### config.mk
export PLATFORM = sky130hd
export DESIGN_NAME = reg_bank_sb
export DESIGN_NICKNAME = d
export VERILOG_FILES = /design/src/rtl/reg_bank_sb.sv
export SDC_FILE = /design/constraint.sdc
export NUM_CORES = 1
export LEC_CHECK = 0
export CAP_MARGIN = 20
export CORE_UTILIZATION = 45
export CTS_CLUSTER_DIAMETER = 30
export DETAILED_ROUTE_END_ITERATION = 10
export PLACE_DENSITY = 0.79
export SYNTH_ARGS = -nofsm -noshare
export SYNTH_HDL_FRONTEND = slang
export SYNTH_SLANG_ARGS = --single-unit
### constraint.sdc
create_clock -name clk -period 3.5 [get_ports clk]
set_input_delay 0.875 -clock clk [delete_from_list [all_inputs] [get_ports clk]]
set_output_delay 0.875 -clock clk [all_outputs]
set_load 0.05 [all_outputs]
### src/rtl/reg_bank_sb.sv
// reg_bank_sb: sixteen 16-bit registers with a per-register pending scoreboard; REG_BANK_R0_ZERO_EN hardwires r0 to zero.
// Latency: writeback data and pending updates are visible 1 cycle after the edge; iss_ready is combinational.
// Backpressure: iss_ready drops on a WAW hazard unless a same-cycle writeback retires that destination.
module reg_bank_sb (
    input  logic        clk,
    input  logic        reset_n,
    input  logic        wb_valid,
    input  logic [3:0]  wb_addr,
    input  logic [15:0] wb_data,
    input  logic        iss_valid,
    input  logic [3:0]  iss_dest,
    output logic        iss_ready,
    output logic [15:0] r0,
    output logic [15:0] r1,
    output logic [15:0] r2,
    output logic [15:0] r3,
    output logic [15:0] r4,
    output logic [15:0] r5,
    output logic [15:0] r6,
    output logic [15:0] r7,
    output logic [15:0] r8,
    output logic [15:0] r9,
    output logic [15:0] r10,
    output logic [15:0] r11,
    output logic [15:0] r12,
    output logic [15:0] r13,
    output logic [15:0] r14,
    output logic [15:0] r15,
    output logic [15:0] pending
);

    logic [15:0] rf_q [16];
    logic [15:0] pend_q;
    logic [15:0] pend_d;
    logic        wb_hit;
    logic        iss_acc;
    logic        wb_en;
    logic        iss_set;

    // Readiness looks only at the scoreboard and the writeback port, never at iss_valid.
    assign wb_hit    = wb_valid && (wb_addr == iss_dest);
    assign iss_ready = !pend_q[iss_dest] || wb_hit;
    assign iss_acc   = iss_valid && iss_ready;

`ifdef REG_BANK_R0_ZERO_EN
    assign wb_en   = wb_valid && (wb_addr != 4'd0);
    assign iss_set = iss_acc && (iss_dest != 4'd0);
`else
    assign wb_en   = wb_valid;
    assign iss_set = iss_acc;
`endif

    // Set is applied after clear so a same-register issue keeps the bit pending.
    always_comb begin
        pend_d = pend_q;
        if (wb_en) begin
            pend_d[wb_addr] = 1'b0;
        end
        if (iss_set) begin
            pend_d[iss_dest] = 1'b1;
        end
    end

    always_ff @(posedge clk or negedge reset_n) begin
        if (!reset_n) begin
            pend_q <= 16'h0000;
        end else begin
            pend_q <= pend_d;
        end
    end

    always_ff @(posedge clk or negedge reset_n) begin
        if (!reset_n) begin
            for (int i = 0; i < 16; i++) begin
                rf_q[i] <= 16'h0000;
            end
        end else if (wb_en) begin
            rf_q[wb_addr] <= wb_data;
        end
    end

`ifdef REG_BANK_R0_ZERO_EN
    assign r0 = 16'h0000;
`else
    assign r0 = rf_q[0];
`endif
    assign r1      = rf_q[1];
    assign r2      = rf_q[2];
    assign r3      = rf_q[3];
    assign r4      = rf_q[4];
    assign r5      = rf_q[5];
    assign r6      = rf_q[6];
    assign r7      = rf_q[7];
    assign r8      = rf_q[8];
    assign r9      = rf_q[9];
    assign r10     = rf_q[10];
    assign r11     = rf_q[11];
    assign r12     = rf_q[12];
    assign r13     = rf_q[13];
    assign r14     = rf_q[14];
    assign r15     = rf_q[15];
    assign pending = pend_q;

endmodule

==> metrics <==
Netlist cell types=32; drt first pass iters=4; area of the mapped netlist=10,700 um^2; register area share after synthesis=0.639; Root Driver=clkbuf_16; layout cells sized above 1=0.378; area of the multi-input gates=3580 um^2; via/cell ratio=5.11; # nets final=1,033; io pins=301; Main synth FF type=dfrtp_1; Tot GR Track Use=0.243; switching share of power=0.393; fin util=0.684; r2r endpoint=pending[10]; crit start category=primary input; final worst path period share=0.920; Setup WS pre-CTS=61.3 ps; initial antenna violation count=1; Crit path arrival time=2340 ps; global placement routability congestion=0.819; final WL=28,800 um; CTS Sinks=272; Iteration-0 DRC Markers=between 200 and 300; VDD IR max=0.615 mV; Worst Max-Slew Pin Slew=approximately 740 ps; Worst Setup Path Type=primary input to output pin; antenna viol nets, final=0; Clock Path Buffers=3; Hold Path Class=primary input to asynchronous set/reset pin; core area=22,900 um^2; fillcell total=1,609; largest net degree at the start of global routing=76; final count of pins violating max slew=0; critical path capture point type=output pin; PwrDens=910 nW/um^2; Sequential Area=6810 um^2; row cnt=55; DRC viols=0; Synth async-reset ratio=1.00; slew margin rel.=0.507; Final WS setup=281 ps; wire length per cell=21.2 um; # port buffers=300; Setup-failing EPs final=0; Reg2Reg Setup Slack=1800 ps; global-route wire length before repair=44,600 um; Clock Power Share=0.314; initial core utilization=0.465; post-synthesis instance total=670; die area=24,300 um^2; most frequent cells in the layout=clkdlybuf4s50_1, dfrtp_1, mux2_2; post-synthesis area per instance=15.9 um^2; Worst EP required=2620 ps; CTS buffer count=50; run status=finished, final reports clean; r2r startpoint=pending[3]; die width=~160 um; number of synthesized flops with an enable pin=0; P_int=8.67 mW; worst clock skew=13.2 ps; Mapped Nets=between 600 and 700; H-tree lvl count=2; Area Growth Syn to Fin=47.1%; vias in the first global route=7,497; hpwl dp=19,500 um; detailed-route via count=6,941; hold buffer count at cts=0; Worst-path clk slew=40 ps; Fin Setup TNS=0 ps; most common cell after layout, fill and taps aside=clkdlybuf4s50_1; max-cap viol count=0; clock period minus worst slack=3220 ps; crit path from=iss_dest[3]; R2R cell count=5; P_sw=between 5 and 6 mW; Fin. Hold Viols=0; chip height=between 150 and 200 um; Setup crit end=iss_ready; Leak Pwr=6.77 nW; CTS tree=yes; Max Clk Rate=about 0.31 GHz; Gate power share=0.383; Flop pwr share=0.303; grt total ovfl=0; diodes inserted=0; unrepaired setup endpoints after global routing=no; critical path peak fanout=6; synth warn=0; clk_lat worst skew=540 ps; Seq cells post-synth=roughly 270
## Yosys cell counts, types with 2 or more instances
| master | instances | share of area |
|---|---|---|
| a31oi_4 | 2 | 0.0040 |
| buf_2 | 13 | 0.0061 |
| buf_4 | 10 | 0.0070 |
| buf_6 | 4 | 0.0042 |
| clkbuf_1 | 18 | 0.0063 |
| dfrtp_1 | 272 | 0.64 |
| mux2_2 | 256 | 0.27 |
| mux2i_1 | 9 | 0.0085 |
| mux4_2 | 2 | 0.0042 |
| nand2_1 | 17 | 0.0060 |
| nand2b_1 | 7 | 0.0041 |
| nand3_1 | 2 | 0.00094 |
| nand3b_2 | 4 | 0.0042 |
| nor2_1 | 3 | 0.0011 |
| nor2_2 | 8 | 0.0047 |
| nor2b_1 | 3 | 0.0018 |
| o21ai_0 | 17 | 0.0080 |
| o31ai_1 | 3 | 0.0021 |
| o41ai_1 | 4 | 0.0033 |
| or2_2 | 2 | 0.0012 |
| xor2_1 | 3 | 0.0025 |
## cells by family (layout without fill, tap and decap cells)
family                    Yosys count  count (layout)  synth area share
AOI/OAI and AO/OA                  27              27            0.0182
buffers and inverters              47             423            0.0259
muxes                             267             267             0.283
and+or+nand+nor                    53              53            0.0308
DFF                               272             272             0.639
xor gates and xnor gates            4               4           0.00329
## cell type report
type,instances,area share
inverter,1,0.000239
multi-input combinational,351,0.228
clock inverter,24,0.0124
clock buffer,69,0.0901
timing repair buffer,329,0.210
tap,313,0.0250
sequential,272,0.434
## worst max-delay path: stages
cell	delay (ps)
clkdlybuf4s50_1	650
mux4_2	380
mux2i_1	180
nand2_1	70
buf_4	190
## layer usage
metal / global-route usage / part of all wire / wire length (um) / vias to the layer above
li1: - / - / - / 3049
met4: 0.0962 / 0.030 / 860 / 2
met1: 0.303 / 0.41 / 11700 / 3593
met2: 0.393 / 0.49 / 14000 / 241
met5: 0 / 0.00042 / 12 / -
met3: 0.0756 / 0.077 / 2230 / 56
## power groups by stage
stage / clock network, mW / registers, mW / logic (mW)
after floorplan: 0 / 6.99 / 0.813
after global placement: 0 / 4.32 / 5.43
after CTS: 4.56 / 4.32 / 5.49
after detailed placement: 0 / 4.35 / 5.47
after global routing: 4.73 / 4.41 / 5.64
final: 4.48 / 4.32 / 5.47
## through the flow
step / area, um^2 / hold WS (ps) / cells / power [mW]
after floorplan: 10700 / 579 / 670 / 7.80
after global placement: 14000 / 487 / 1264 / 9.75
after detailed placement: 14000 / 492 / 1264 / 9.82
after CTS: 15600 / 317 / 1357 / 14.4
after global routing: 15700 / 339 / 1359 / 14.8
final: 15700 / 302 / 1359 / 14.3
## what timing repair did
item	CTS	global route
gates resized for setup	0	2
buffers inserted	0	1
setup endpoints to repair	0	1
## worst min-delay path by stage
stage / startpoint / endpoint / slack (ps) / depth (start not counted)
global placement: r4[2] / r4[2] / 490 / 1
floorplan: reset_n / pending[0] / 580 / 0
CTS: reset_n / r4[4] / 320 / 1
finish: reset_n / r2[1] / 300 / 1
global route: reset_n / r3[15] / 340 / 1
detailed placement: r3[0] / r3[0] / 490 / 1
No activity file was read; power rests on OpenSTA's default activity.
